[src/rtl/exhaustive_pattern_sweeper_pkg.sv]
// Shared types and sizing helpers for the exhaustive pattern sweeper.
package exhaustive_pattern_sweeper_pkg;

    // Sweep controller states
    typedef enum logic [2:0] {
        ST_IDLE   = 3'd0,
        ST_SETTLE = 3'd1,
        ST_SAMPLE = 3'd2,
        ST_EMIT   = 3'd3,
        ST_DONE   = 3'd4
    } state_t;

    // Width of the settle counter; never narrower than one bit
    function automatic int unsigned settle_cnt_w(input int unsigned settle);
        return (settle < 2) ? 32'd1 : 32'($clog2(settle + 1));
    endfunction

endpackage

[src/rtl/exhaustive_pattern_sweeper_if.sv]
// Control, DUT-facing and record-stream signals of the sweeper.
interface exhaustive_pattern_sweeper_if #(
    parameter int unsigned N_IN  = 6,
    parameter int unsigned N_OUT = 1,
    parameter int unsigned SIG_W = 16
);
    logic                    start;
    logic                    stream_en;
    logic [N_IN-1:0]         pat_o;
    logic [N_OUT-1:0]        dut_resp_i;
    logic                    rec_valid;
    logic                    rec_ready;
    logic [N_IN+N_OUT-1:0]   rec_data;
    logic                    busy;
    logic                    done;
    logic [SIG_W-1:0]        signature;

    // Sweeper side
    modport master (
        input  start, stream_en, dut_resp_i, rec_ready,
        output pat_o, rec_valid, rec_data, busy, done, signature
    );

    // Harness / sink side
    modport slave (
        output start, stream_en, dut_resp_i, rec_ready,
        input  pat_o, rec_valid, rec_data, busy, done, signature
    );
endinterface

[src/rtl/exhaustive_pattern_sweeper_sig_misr.sv]
// Multiple-input signature register folding one response per enabled cycle.
module exhaustive_pattern_sweeper_sig_misr #(
    parameter int unsigned          SIG_W    = 16,
    parameter logic [SIG_W-1:0]     SIG_POLY = 16'h1021,
    parameter int unsigned          N_OUT    = 1
) (
    input  logic                CK,
    input  logic                reset,
    input  logic                clr,
    input  logic                en,
    input  logic [N_OUT-1:0]    din,
    output logic [SIG_W-1:0]    sig
);

    logic [SIG_W-1:0] fb_c;

    // Polynomial feedback selected by the bit shifted out
    always_comb begin
        fb_c = '0;
        if (sig[SIG_W-1]) begin
            fb_c = SIG_POLY;
        end
    end

    // Signature register: clear on start, fold response on sample
    always_ff @(posedge CK) begin
        if (!reset) begin
            sig <= '0;
        end else if (clr) begin
            sig <= '0;
        end else if (en) begin
            sig <= (sig << 1) ^ fb_c ^ SIG_W'(din);
        end
    end

endmodule

[src/rtl/exhaustive_pattern_sweeper.sv]
// Exhaustive stimulus engine: walks every input pattern, samples the DUT,
// folds responses into a MISR and optionally streams {pattern,response}.
module exhaustive_pattern_sweeper
    import exhaustive_pattern_sweeper_pkg::*;
#(
    parameter int unsigned          N_IN     = 6,
    parameter int unsigned          N_OUT    = 1,
    parameter int unsigned          SETTLE   = 1,
    parameter int unsigned          SIG_W    = 16,
    parameter logic [SIG_W-1:0]     SIG_POLY = 16'h1021
) (
    input  logic                        CK,
    input  logic                        reset,
    exhaustive_pattern_sweeper_if.master bus
);

    // One extra counter bit keeps the terminal compare free of overflow
    localparam int unsigned PAT_W = N_IN + 1;
    localparam int unsigned CNT_W = settle_cnt_w(SETTLE);
    localparam int unsigned REC_W = N_IN + N_OUT;

    localparam logic [PAT_W-1:0] PAT_LAST    = PAT_W'((64'd1 << N_IN) - 64'd1);
    localparam logic [CNT_W-1:0] SETTLE_LAST = CNT_W'(SETTLE - 1);

    state_t             state_q;
    state_t             state_d;

    logic [PAT_W-1:0]   pat_cnt_q;
    logic [CNT_W-1:0]   settle_cnt_q;
    logic               stream_q;
    logic               busy_q;
    logic               done_q;
    logic               rec_valid_q;
    logic [REC_W-1:0]   rec_data_q;
    logic [SIG_W-1:0]   sig_q;

    logic               settle_done_c;
    logic               last_pat_c;
    logic               handshake_c;
    logic               launch_c;
    logic               settle_step_c;
    logic               sample_c;
    logic               emit_load_c;
    logic               ack_c;
    logic               advance_c;
    logic               finish_c;

    // Status terms shared by next-state and strobe logic
    always_comb begin
        settle_done_c = (settle_cnt_q == SETTLE_LAST);
        last_pat_c    = (pat_cnt_q == PAT_LAST);
        handshake_c   = rec_valid_q && bus.rec_ready;
    end

    // State register
    always_ff @(posedge CK) begin
        if (!reset) begin
            state_q <= ST_IDLE;
        end else begin
            state_q <= state_d;
        end
    end

    // Next-state logic
    always_comb begin
        state_d = state_q;
        case (state_q)
            ST_IDLE, ST_DONE: begin
                if (bus.start) begin
                    state_d = ST_SETTLE;
                end
            end
            ST_SETTLE: begin
                if (settle_done_c) begin
                    state_d = ST_SAMPLE;
                end
            end
            ST_SAMPLE: begin
                if (stream_q) begin
                    state_d = ST_EMIT;
                end else if (last_pat_c) begin
                    state_d = ST_DONE;
                end else begin
                    state_d = ST_SETTLE;
                end
            end
            ST_EMIT: begin
                if (handshake_c) begin
                    state_d = last_pat_c ? ST_DONE : ST_SETTLE;
                end
            end
            default: state_d = ST_IDLE;
        endcase
    end

    // Per-state datapath strobes
    always_comb begin
        launch_c      = 1'b0;
        settle_step_c = 1'b0;
        sample_c      = 1'b0;
        emit_load_c   = 1'b0;
        ack_c         = 1'b0;
        advance_c     = 1'b0;
        finish_c      = 1'b0;
        case (state_q)
            ST_IDLE, ST_DONE: begin
                launch_c = bus.start;
            end
            ST_SETTLE: begin
                settle_step_c = 1'b1;
            end
            ST_SAMPLE: begin
                sample_c = 1'b1;
                if (stream_q) begin
                    emit_load_c = 1'b1;
                end else if (last_pat_c) begin
                    finish_c = 1'b1;
                end else begin
                    advance_c = 1'b1;
                end
            end
            ST_EMIT: begin
                if (handshake_c) begin
                    ack_c = 1'b1;
                    if (last_pat_c) begin
                        finish_c = 1'b1;
                    end else begin
                        advance_c = 1'b1;
                    end
                end
            end
            default: ;
        endcase
    end

    // Pattern/settle counters, status flags and the record register
    always_ff @(posedge CK) begin
        if (!reset) begin
            pat_cnt_q    <= '0;
            settle_cnt_q <= '0;
            stream_q     <= 1'b0;
            busy_q       <= 1'b0;
            done_q       <= 1'b0;
            rec_valid_q  <= 1'b0;
            rec_data_q   <= '0;
        end else begin
            if (launch_c) begin
                pat_cnt_q    <= '0;
                settle_cnt_q <= '0;
                stream_q     <= bus.stream_en;
                busy_q       <= 1'b1;
                done_q       <= 1'b0;
            end
            if (settle_step_c) begin
                settle_cnt_q <= settle_done_c ? '0 : settle_cnt_q + CNT_W'(1);
            end
            if (emit_load_c) begin
                rec_valid_q <= 1'b1;
                rec_data_q  <= {pat_cnt_q[N_IN-1:0], bus.dut_resp_i};
            end
            if (ack_c) begin
                rec_valid_q <= 1'b0;
            end
            if (advance_c) begin
                pat_cnt_q <= pat_cnt_q + PAT_W'(1);
            end
            if (finish_c) begin
                busy_q <= 1'b0;
                done_q <= 1'b1;
            end
        end
    end

    // Response signature
    exhaustive_pattern_sweeper_sig_misr #(
        .SIG_W    (SIG_W),
        .SIG_POLY (SIG_POLY),
        .N_OUT    (N_OUT)
    ) u_misr (
        .CK    (CK),
        .reset (reset),
        .clr   (launch_c),
        .en    (sample_c),
        .din   (bus.dut_resp_i),
        .sig   (sig_q)
    );

    assign bus.pat_o     = pat_cnt_q[N_IN-1:0];
    assign bus.rec_valid = rec_valid_q;
    assign bus.rec_data  = rec_data_q;
    assign bus.busy      = busy_q;
    assign bus.done      = done_q;
    assign bus.signature = sig_q;

endmodule

[src/flat_wrapper.sv]
// flat-port wrapper written by rule: the top's interface ports become plain ports
module exhaustive_pattern_sweeper_flat import exhaustive_pattern_sweeper_pkg::*;
#(
    parameter int unsigned          N_IN     = 6,
    parameter int unsigned          N_OUT    = 1,
    parameter int unsigned          SETTLE   = 1,
    parameter int unsigned          SIG_W    = 16,
    parameter logic [SIG_W-1:0]     SIG_POLY = 16'h1021
)
  (CK, reset, bus_start, bus_stream_en, bus_dut_resp_i, bus_rec_ready, bus_pat_o, bus_rec_valid, bus_rec_data, bus_busy, bus_done, bus_signature);
  exhaustive_pattern_sweeper_if #(.N_IN(N_IN), .N_OUT(N_OUT), .SIG_W(SIG_W)) bus_i ();
  input  logic CK;
  input  logic reset;
  input wire logic [$bits(bus_i.start)-1:0] bus_start;
  input wire logic [$bits(bus_i.stream_en)-1:0] bus_stream_en;
  input wire logic [$bits(bus_i.dut_resp_i)-1:0] bus_dut_resp_i;
  input wire logic [$bits(bus_i.rec_ready)-1:0] bus_rec_ready;
  output wire logic [$bits(bus_i.pat_o)-1:0] bus_pat_o;
  output wire logic [$bits(bus_i.rec_valid)-1:0] bus_rec_valid;
  output wire logic [$bits(bus_i.rec_data)-1:0] bus_rec_data;
  output wire logic [$bits(bus_i.busy)-1:0] bus_busy;
  output wire logic [$bits(bus_i.done)-1:0] bus_done;
  output wire logic [$bits(bus_i.signature)-1:0] bus_signature;
  assign bus_i.start = bus_start;
  assign bus_i.stream_en = bus_stream_en;
  assign bus_i.dut_resp_i = bus_dut_resp_i;
  assign bus_i.rec_ready = bus_rec_ready;
  assign bus_pat_o = bus_i.pat_o;
  assign bus_rec_valid = bus_i.rec_valid;
  assign bus_rec_data = bus_i.rec_data;
  assign bus_busy = bus_i.busy;
  assign bus_done = bus_i.done;
  assign bus_signature = bus_i.signature;
  exhaustive_pattern_sweeper #(.N_IN(N_IN), .N_OUT(N_OUT), .SETTLE(SETTLE), .SIG_W(SIG_W), .SIG_POLY(SIG_POLY)) u_core (.CK(CK), .reset(reset), .bus(bus_i));
endmodule
[config.mk]
export PLATFORM = sky130hd
export DESIGN_NAME = exhaustive_pattern_sweeper_flat
export DESIGN_NICKNAME = d
export VERILOG_FILES = /design/src/rtl/exhaustive_pattern_sweeper_pkg.sv /design/src/rtl/exhaustive_pattern_sweeper_if.sv /design/src/rtl/exhaustive_pattern_sweeper_sig_misr.sv /design/src/rtl/exhaustive_pattern_sweeper.sv /design/src/flat_wrapper.sv
export SDC_FILE = /design/constraint.sdc
export NUM_CORES = 1
export LEC_CHECK = 0
export BUFFER_PORTS_ARGS = -buffer_cell sky130_fd_sc_hd__buf_4
export CORE_ASPECT_RATIO = 1.25
export CORE_MARGIN = 2
export CORE_UTILIZATION = 45
export CTS_CLUSTER_SIZE = 16
export DETAILED_ROUTE_END_ITERATION = 16
export PLACE_DENSITY = 0.67
export SYNTH_ARGS = -nofsm -noshare
export SYNTH_HDL_FRONTEND = slang
export SYNTH_HIERARCHICAL = 1
export SYNTH_SLANG_ARGS = --single-unit
[constraint.sdc]
create_clock -name CK -period 4.4 [get_ports CK]
set_input_delay 0.88 -clock CK [delete_from_list [all_inputs] [get_ports CK]]
set_output_delay 0.88 -clock CK [all_outputs]
set_load 0.03 [all_outputs]
**Word level (Yosys, flattened, before mapping)**

Cells that the tools add are included.

- $add $sub $neg: 2
- Equality and inequality tests: 8
- Mux-type cells: 28
- Bitwise gates (word level): 3
- Reduce and logical (&&, ||, !) cells: 10

Operators with widths:

| cell | number |
|---|---|
| 1-bit two-way mux | 17 |
| 16-bit by 1-bit XOR with 16-bit output | 1 |
| 16-bit by 13-bit XOR with 16-bit output | 1 |
| 3-bit two-way mux | 5 |
| 7-bit two-way mux | 2 |
| 13-bit two-way mux | 1 |
| 3-bit case mux with 4 select lines | 1 |
| 2-bit OR reduction | 4 |
| 7-bit by 1-bit adder with 7-bit output (second input constant) | 1 |
| 7-bit by 6-bit equality test with 1-bit output (second input constant) | 1 |
| 3-bit by 2-bit equality test with 1-bit output (second input constant) | 2 |
| 2-bit nonzero test | 3 |
| 2-bit != test (second input constant) | 2 |
| 1-bit case mux with 2 select lines | 2 |
| 3-bit by 1-bit equality test with 1-bit output (second input constant) | 1 |
| 3-bit equality test (second input constant) | 1 |
| 3-bit zero test | 1 |
| 3-bit AND reduction | 1 |
| 2-bit by 1-bit != test with 1-bit output (second input constant) | 1 |
| 1-bit adder (second input constant) | 1 |
| 1-bit logical AND | 1 |
| 1-bit inverter | 1 |

- Register bits after elaboration: 38
- Input port bits: 6
- Output and inout bits: 32
- Word-level logic and storage cells: 60

**Logic depth before layout (Yosys ltp)**

Gate-level depths: netlist (run 1).

- Depth after elaboration: 5
- Gate-level depth with buffers: 8
- Depth with buffers taken out: 5

**By module**

The synthesis (run 1) kept the hierarchy.

By module, submodules not included:

| module | times used | cells an instance | area an instance (um2) | seq. area each (um2) |
|---|---|---|---|---|
| exhaustive_pattern_sweeper | 1 | 116 | 993.5 | 420.4 |
| exhaustive_pattern_sweeper_sig_misr | 1 | 56 | 628.1 | 320.3 |

**Least setup slack after synthesis (run 1)**

Ideal clock, no wire load.

- Path kind: input port to flip-flop
- From: in bus_rec_ready
- To: reg u_core.pat_cnt_q[0]
- Setup time: 67 ps
- Arrival time: 1932 ps
- Data required time: 4333 ps
- Slack: 2401 ps
- Stages on the path: 5
- Buffers on the path: 1
- Cells stage by stage: a21boi_4 > or3_1 > buf_2 > or4_4 > o21ai_2

- Longest elaborated chain between the ends: 4
- Elaborated cells between the ends (all ways): 5
- Classes of those cells: mux (3); reduce/logical (2)

RTL lines:

| item | RTL line | text |
|---|---|---|
| start: declaration | flat_wrapper.sv:17 | `input wire logic [$bits(bus_i.rec_ready)-1:0] bus_rec_ready;` |
| 1-bit logical AND (*) | exhaustive_pattern_sweeper.sv:52 | `handshake_c = rec_valid_q && bus.rec_ready;` |
| 1-bit two-way mux (*) | exhaustive_pattern_sweeper.sv:123 | `if (handshake_c) begin` |
| 1-bit case mux with 2 select lines (*) | exhaustive_pattern_sweeper.sv:105 | `case (state_q)` |
| 7-bit two-way mux or 2-bit nonzero test (tied branches) | - |  |
| end signal: assignment | exhaustive_pattern_sweeper.sv:165 | `pat_cnt_q <= pat_cnt_q + PAT_W'(1);` |
| end: declaration | exhaustive_pattern_sweeper.sv:28 | `logic [PAT_W-1:0] pat_cnt_q;` |

Every way passes the cells marked *; elsewhere a longest branch is shown, timed or not.
A chain may end at the register's enable or synchronous reset.

==> results.toml, run 1 <==
[status]
outcome = "finished, final reports clean"

[critical_path]
worst-path-buf-inv = 2
endpoint_kind = "flip-flop"
path_class = "in -> reg"
required_ns = 4.62
crit_path_max_incr_delay_ns = 0.66
startpoint_type = "input pin"
cp_data_arrival_time_ns = 2.15
crit_chain = "buf_4 -> clkinv_1 -> or4_4 -> o21ai_2"
cp_max_fo = 18
crit_slowest_cell = "or4_4"
cpLargestDelayFamily = "simple AND/OR/NAND/NOR gates"

[route]
ant_nets = 0
avgViaCountPerCell = 5.34
first_pass_iters = 4
post_drt_wl_per_cell_um = 13.2
drtIter0Drc = 30
wl_um = 3180
num_vias = 1287
drc = 0

[floorplan]
num_rows = 24
start_util = 0.466
chipHeight_um = 71.1
io_pins = 38
coreArea_mm2 = 0.00348
die-area_mm2 = 0.00410
die_w_um = 57.7

[power_and_ir_drop]
power_frac_comb = 0.085
ir_worst_vdd_v = 0.000242
netSwitchingFraction = 0.236
clkPwrFrac = 0.367
p_switching_uw = 150
p_seq_frac = 0.547
p_int_uw = 485
p_leak_nw = 0.743
powerDensity_mw_per_mm2 = 331

[timing]
holdWs_ns = 0.466
finalSetupViolCount = 0
worst_slew_pin_slew_ns = 1.03
period_share = 0.438
max_freq_mhz = 519
fin_worst_skew_ns = 0.00560
rsz0062_at_grt = "false"
slew_headroom = 0.312
finalCriticalPeriod_ns = 1.93
setup-tns-final_ns = 0
worst_slack_ns = 2.47
hold_viol = 0
finalMaxSlewViolations = 0

[synth]
postSynth.asyncResetShare = 0
synth_top_family_by_area = "simple AND/OR/NAND/NOR gates"
synth_cells = 172
synth_flop_cell = "dfxtp_1"
netlist_area_mm2 = 0.00162
seq_area_frac_synth = 0.457
muxShareOfSynthArea = 0.123
synth_edf_count = 0
synth_xor_area_frac = 0.0216
synth_fa_ha_area_frac = 0.00772
synth_fp_nets = 179
synth_compound_area_frac = 0.126
yosys.area_share.simple = 0.186
yosysUniqueCellTypes = 39
avgSynthCellArea_um2 = 9.43
yosys_register_bits = 37
yosysWarnings = 6

[cts]
cts_setup_buffers = 0
clock-sinks = 37
clock_path_buffers = 2
htreeDepth = 2
hold_buffers = 0
cts_made_buffers = 5
worstSkewPairLatency_ns = 0.28
cts_resized = 0
cts_tree = "yes"
clk_pin_slew_ns = 0.07
clockRootBuffer = "clkbuf_8"

[global_routing]
grt_max_degree = 20
grt_pass1_vias = 1220
grt_remaining_overflow = 0
grt_pass1_wl_um = 5350
grt.total_usage = 0.169
grt_antenna_before_repair = 0

[final_layout]
nFillCells = 318
layout_common_cells = "buf_4 (37), dfxtp_1 (37), nor2_1 (29)"
multiInputGateArea_um2 = 756
fin_nets = 209
drive_gt1_frac = 0.257
area_growth_pct = 18.4
diodes = 0
seqCellArea_um2 = 741
final_core_util = 0.551

[placed_design]
io_buffer_count = 37
place.gp.congestion = 0.918
hpwl_um = 2310
pre_cts_ws_ns = 2.17

[hold_path]
holdCritPathClass = "reg -> reg"

[run]
drv_cap = 0
layout make-up:
class	instances	area share
sequential	37	0.386
multi-input combinational	118	0.393
inverter	3	0.00586
timing repair buffer	37	0.145
clock buffer	7	0.0450
tap	39	0.0254
power groups by stage:
stage / registers (mW) / logic (mW) / clock network (mW)
after floorplan: 0.358 / 0.0425 / 0
after global placement: 0.354 / 0.0535 / 0
after detailed placement: 0.355 / 0.0547 / 0
after CTS: 0.347 / 0.0548 / 0.244
after global routing: 0.348 / 0.0596 / 0.256
final: 0.347 / 0.0543 / 0.233
cells in the mapped netlist, types with 2 or more instances:
cell / n / area, µm²
buf_2: 2 / 10.0
xnor2_1: 3 / 26.3
o211ai_1: 3 / 22.5
inv_1: 2 / 7.51
nor2_1: 30 / 113
a211oi_2: 3 / 37.5
nand2b_1: 3 / 18.8
buf_4: 6 / 45.0
buf_6: 3 / 33.8
dfxtp_1: 37 / 741
nor3_1: 4 / 20.0
nand2_1: 12 / 45.0
nand3_1: 5 / 25.0
or3_1: 2 / 12.5
mux2i_1: 20 / 200
a21oi_1: 8 / 40.0
nor2b_1: 3 / 18.8
and3_1: 2 / 12.5
o21ai_0: 4 / 20.0
metal layers:
layer	routed length, µm	vias up	global-route usage
met5	0	-	0
met4	57	0	0.0724
met3	193	6	0.0585
met2	1610	40	0.287
met1	1320	597	0.190
li1	-	644	-
final timing paths:
| path | slack, ns | end | start | cells past startpoint |
|---|---|---|---|---|
| setup reg to reg | 2.56 | u_core/u_misr/sig[10] | u_core/state_q[2] | 4 |
| hold reg to reg | 0.47 | u_core/pat_cnt_q[6] | u_core/pat_cnt_q[6] | 2 |
| hold / removal | 0.47 | u_core/pat_cnt_q[6] | u_core/pat_cnt_q[6] | 2 |
| setup / recovery | 2.47 | u_core/pat_cnt_q[0] | reset | 4 |
through the flow:
stage	cells	instance area, µm²	power (mW)
after CTS	241	1920	0.646
after detailed placement	234	1830	0.410
after floorplan	172	1620	0.400
after global routing	241	1920	0.664
final	241	1920	0.635
after global placement	234	1830	0.408
tightest hold or removal path: stages, from the launching register on:
cell     delay [ns]
dfxtp_1        0.32
nand3_1        0.07
a21oi_1        0.04
logic make-up (layout without fill, tap and decap cells):
kind of cell | count (synthesis) | after routing
xor gates and xnor gates | 4 | 4
adders and majority gates | 1 | 1
AOI/OAI and AO/OA | 28 | 28
and+or+nand+nor | 65 | 65
buffers and inverters | 17 | 47
DFF | 37 | 37
muxes | 20 | 20
state kept, by name (all words and copies together), names as in the netlist:
register              count
u_core/bus.busy           1
u_core/bus.done           1
u_core/bus.rec_data       7
u_core/bus.rec_valid      1
u_core/pat_cnt_q          7
u_core/state_q            3
u_core/stream_q           1
u_core/u_misr/sig        16
No activity file was read; power rests on OpenSTA's default activity.
==> run 2, diff against run 1 <==
==> constraint.sdc (replaced) <==
create_clock -name CK -period 1.9 [get_ports CK]
set_input_delay 0.38 -clock CK [delete_from_list [all_inputs] [get_ports CK]]
set_output_delay 0.38 -clock CK [all_outputs]
set_load 0.03 [all_outputs]
==> run 2 against run 1 <==
Net effect:
- clock power increased to 2.5 times the previous value
- sequential power increased by 130%
- largest power group unchanged
- clock skew decreased by 0.0019 ns
==> results.toml, run 2 (synthesized netlist as in run 1, its figures left out) <==
[cts]
clk_pin_slew_ns = 0.07
clock-sinks = 37
cts_setup_buffers = 0
worstSkewPairLatency_ns = 0.28
cts_made_buffers = 5
clock_path_buffers = 2
hold_buffers = 0
cts_resized = 0
htreeDepth = 2
clockRootBuffer = "clkbuf_8"
cts_tree = "yes"

[hold_path]
worstHoldStart = "bus_stream_en"
holdCritPathClass = "in -> reg"
whs_path_depth = 3
hold_end = "u_core/stream_q"

[run]
drv_cap = 0

[timing]
worst_slew_pin_slew_ns = 0.653
setup-tns-final_ns = 0
slew_headroom = 0.564
finalCriticalPeriod_ns = 1.73
finalSetupViolCount = 0
period_share = 0.909
finalMaxSlewViolations = 0
fin_worst_skew_ns = 0.00372
rsz0062_at_grt = "false"
max_freq_mhz = 579
hold_viol = 0

[critical_path]
path_class = "reg -> reg"
startpoint_type = "flip-flop"
r2r_start = "u_core/pat_cnt_q[0]"
reg2reg_depth = 5
endpoint_kind = "flip-flop"
cp_max_fo = 7
required_ns = 2.13
cp_data_arrival_time_ns = 1.96
regToRegSetupSlack_ns = 0.17
reg2reg_to = "u_core/state_q[2]"

[final_layout]
largest_reg_flops = 16
final_common_cell = "buf_4"
diodes = 0
fin_nets = 216
top_register = "u_core/u_misr/sig"
final_core_util = 0.571
drive_gt1_frac = 0.290
layout_common_cells = "buf_4 (44), dfxtp_1 (37), nor2_1 (29)"
fin_cells = 249
area_growth_pct = 22.6

[power_and_ir_drop]
total_power_mw = 1.53
powerDensity_mw_per_mm2 = 772
ir_worst_vdd_v = 0.000622
p_leak_nw = 0.789

[placed_design]
io_buffer_count = 37
place.gp.congestion = 0.888
hpwl_um = 2380
dpl.cell_count = 241

[route]
post_drt_wl_per_cell_um = 13.3
drtIter0Drc = 47
first_pass_iters = 4
num_vias = 1304
drc = 0
avgViaCountPerCell = 5.24
ant_nets = 0
wl_um = 3310

[floorplan]
num_rows = 24
chipHeight_um = 71.1
io_pins = 38
start_util = 0.466
die-area_mm2 = 0.00410
coreArea_mm2 = 0.00348
die_w_um = 57.7

[global_routing]
grt_pass1_wl_um = 5420
grt_pass1_vias = 1232
grt_max_degree = 20
grt.total_usage = 0.170
grt_remaining_overflow = 0
grt_antenna_before_repair = 0

[status]
outcome = "finished, final reports clean"
run 2: cell types whose count changed in the layout (fill, tap and decap cells not counted):
cell      previous run  this run
buf_4               37        44
clkbuf_1             1         0
clkbuf_8             6         7
clkinv_2             0         1
run 2: worst max-delay path by stage:
stage                          endpoint                  from  cells after the start
detailed placement    u_core/state_q[0]   u_core/pat_cnt_q[0]                      5
global route          u_core/state_q[2]   u_core/pat_cnt_q[0]                      5
global placement      u_core/state_q[0]   u_core/pat_cnt_q[0]                      5
CTS                 u_core/pat_cnt_q[5]     u_core/state_q[2]                      4
floorplan           u_core/pat_cnt_q[0]  u_core/bus.rec_valid                      5
finish                u_core/state_q[2]   u_core/pat_cnt_q[0]                      5
run 2: per-stage QoR:
| step | hold slack (ns) | worst slack [ns] | instance area [µm²] |
|---|---|---|---|
| global route | 0.344 | 0.0341 | 1990 |
| finish | 0.339 | 0.173 | 1990 |
| global placement | 0.447 | 0.207 | 1890 |
| detailed placement | 0.453 | 0.192 | 1890 |
| floorplan | 0.434 | 0.163 | 1620 |
| CTS | 0.328 | 0.187 | 1990 |
run 2: per-layer routing:
layer	wire [µm]	share of wire	up-vias	track usage
li1	-	-	659	-
met3	194	0.059	6	0.0603
met1	1410	0.42	600	0.191
met2	1670	0.50	39	0.289
met5	0	0	-	0
met4	40	0.012	0	0.0698
run 2: area by class of cell:
cell class                 instances  area, µm²
fill                             325       1500
clock inverter                     1       5.00
sequential                        37        741
clock buffer                       7       96.3
tap                               39       48.8
timing repair buffer              44        330
inverter                           3       11.3
multi-input combinational        118        756
run 2: power by group:
part,internal (mW),switching [mW]
logic,0.0552,0.0818
clock network,0.328,0.266
registers,0.788,0.0159
total,1.17,0.364
run 2: worst max-delay path, stage by stage, from the launching register on:
cell     delay (ns)
dfxtp_1        0.45
ha_1           0.23
nand3_1        0.15
or3_1          0.49
nor2_1         0.19
o21a_1         0.16
==> run 3, diff against run 2 <==
--- a/config.mk
+++ b/config.mk
@@ -11,7 +11,7 @@
 export CORE_UTILIZATION = 45
 export CTS_CLUSTER_SIZE = 16
 export DETAILED_ROUTE_END_ITERATION = 16
-export PLACE_DENSITY = 0.67
+export PLACE_DENSITY = 0.69
 export SYNTH_ARGS = -nofsm -noshare
 export SYNTH_HDL_FRONTEND = slang
 export SYNTH_HIERARCHICAL = 1
==> constraint.sdc (replaced) <==
create_clock -name CK -period 1.55 [get_ports CK]
set_input_delay 0.31 -clock CK [delete_from_list [all_inputs] [get_ports CK]]
set_output_delay 0.31 -clock CK [all_outputs]
set_load 0.03 [all_outputs]
==> run 3 against run 2 <==
Net effect:
- design area grew 8.1%
- critical path type unchanged
- hold slack lost 0.071 ns
- clock-buffer cell count stayed put
- largest power group unchanged
- first-iteration DRC count increased by 23%
- non-clock buffer count rose by 15
- maximum frequency up 13%
- sequential share of layout area fell by 2.7 points
- highest routed layer unchanged
- die area did not move
- critical path depth decreased by 1
==> results.toml, run 3 (synthesized netlist as in run 1, its figures left out) <==
[floorplan]
die-area_mm2 = 0.00410
coreArea_mm2 = 0.00348
die_w_um = 57.7
start_util = 0.466
chipHeight_um = 71.1
io_pins = 38
num_rows = 24

[critical_path]
startpoint_type = "flip-flop"
crit_slowest_cell = "or4_4"
regToRegSetupSlack_ns = 0.02
reg2reg_depth = 4
crit_chain = "nand2b_1 -> or3_4 -> or4_4 -> o21ai_2"
worst-path-buf-inv = 0
r2r_start = "u_core/state_q[2]"
crit_path_max_incr_delay_ns = 0.49
cpLargestDelayFamily = "simple AND/OR/NAND/NOR gates"
reg2reg_to = "u_core/pat_cnt_q[0]"
cp_data_arrival_time_ns = 1.76
cp_max_fo = 4
endpoint_kind = "flip-flop"
required_ns = 1.78
path_class = "reg -> reg"

[placed_design]
hpwl_um = 2640
place.gp.congestion = 0.909
io_buffer_count = 37
dpl.cell_count = 256

[run]
drv_cap = 0

[global_routing]
grt.total_usage = 0.187
grt_antenna_before_repair = 0
grt_pass1_vias = 1361
grt_pass1_wl_um = 6020
grt_max_degree = 20
grt_remaining_overflow = 0

[cts]
clk_pin_slew_ns = 0.07
clock-sinks = 37
cts_made_buffers = 5
clock_path_buffers = 2
clockRootBuffer = "clkbuf_8"
cts_setup_buffers = 0
cts_tree = "yes"
htreeDepth = 2
worstSkewPairLatency_ns = 0.29
hold_buffers = 0

[route]
post_drt_wl_per_cell_um = 13.6
ant_nets = 0
avgViaCountPerCell = 5.23
drtIter0Drc = 58
first_pass_iters = 4
wl_um = 3600
num_vias = 1382
drc = 0

[final_layout]
nFillCells = 291
fin_cells = 264
fin_nets = 231
top_register = "u_core/u_misr/sig"
final_common_cell = "buf_4"
final_core_util = 0.617
largest_reg_flops = 16
drive_gt1_frac = 0.360
diodes = 0
area_growth_pct = 32.6
layout_common_cells = "buf_4 (58), dfxtp_1 (36), nor2_1 (29)"

[status]
outcome = "finished, final reports clean"

[timing]
holdWs_ns = 0.267
period_share = 0.988
setup-tns-final_ns = 0
max_freq_mhz = 653
worst_slew_pin_slew_ns = 0.308
slew_headroom = 0.793
fin_worst_skew_ns = 0.00479
hold_viol = 0
finalMaxSlewViolations = 0
finalSetupViolCount = 0
finalCriticalPeriod_ns = 1.53

[power_and_ir_drop]
p_leak_nw = 0.873
total_power_mw = 2.03
ir_worst_vdd_v = 0.000790
powerDensity_mw_per_mm2 = 946

[hold_path]
whs_path_depth = 3
worstHoldStart = "bus_stream_en"
hold_end = "u_core/stream_q"
holdCritPathClass = "in -> reg"
-- run 3: routing by layer --
layer  wire (µm)  vias up  share of wire  GRT usage
met4          67        0          0.019     0.0853
met5           0        -              0          0
met3         184        7          0.051     0.0640
met1        1460      653           0.41      0.205
li1            -      686              -          -
met2        1890       36           0.52      0.322
-- run 3: worst reg2reg max path: cells and delay by family (launching register included) --
kind,cells,cell delay (ns)
flip-flops,1,0.31
AO/OA/AOI/OAI,1,0.06
AND/OR/NAND/NOR,3,1.10
-- run 3: timing repair --
| item | 4_1_cts | 5_1_grt |
|---|---|---|
| setup endpoints to repair | 0 | 16 |
| gates resized for setup | 0 | 6 |
| endpoints found under the hold margin | 0 | 0 |
-- run 3: report_power, final --
| part | internal [mW] | switching [mW] | leakage, nW | total [mW] |
|---|---|---|---|---|
| Combinational | 0.0938 | 0.120 | 0.515 | 0.213 |
| Sequential | 0.966 | 0.0129 | 0.299 | 0.979 |
| Clock | 0.524 | 0.318 | 0.0585 | 0.842 |
-- run 3: per-stage QoR --
stage	setup slack, ns	cell area (µm²)
after floorplan	-0.0600	1620
after global placement	0.0549	2010
after detailed placement	0.0163	2010
after CTS	0.00784	2130
after global routing	-0.0170	2150
final	0.0185	2150
-- run 3: cell type report --
class | instances | area (µm²) | share of cell area
clock inverter | 1 | 30.0 | 0.0140
sequential | 37 | 742 | 0.345
inverter | 3 | 11.3 | 0.00524
timing repair buffer | 59 | 455 | 0.212
multi-input combinational | 118 | 776 | 0.361
tap | 39 | 48.8 | 0.0227
clock buffer | 7 | 86.3 | 0.0402
-- run 3: how the worst max path moves through the flow --
stage	end	startpoint	cells past startpoint
floorplan	u_core/pat_cnt_q[0]	u_core/state_q[0]	6
global placement	u_core/pat_cnt_q[0]	bus_rec_ready	5
detailed placement	u_core/pat_cnt_q[2]	bus_rec_ready	6
CTS	u_core/pat_cnt_q[2]	u_core/state_q[2]	5
global route	u_core/pat_cnt_q[0]	u_core/state_q[2]	4
finish	u_core/pat_cnt_q[0]	u_core/state_q[2]	4
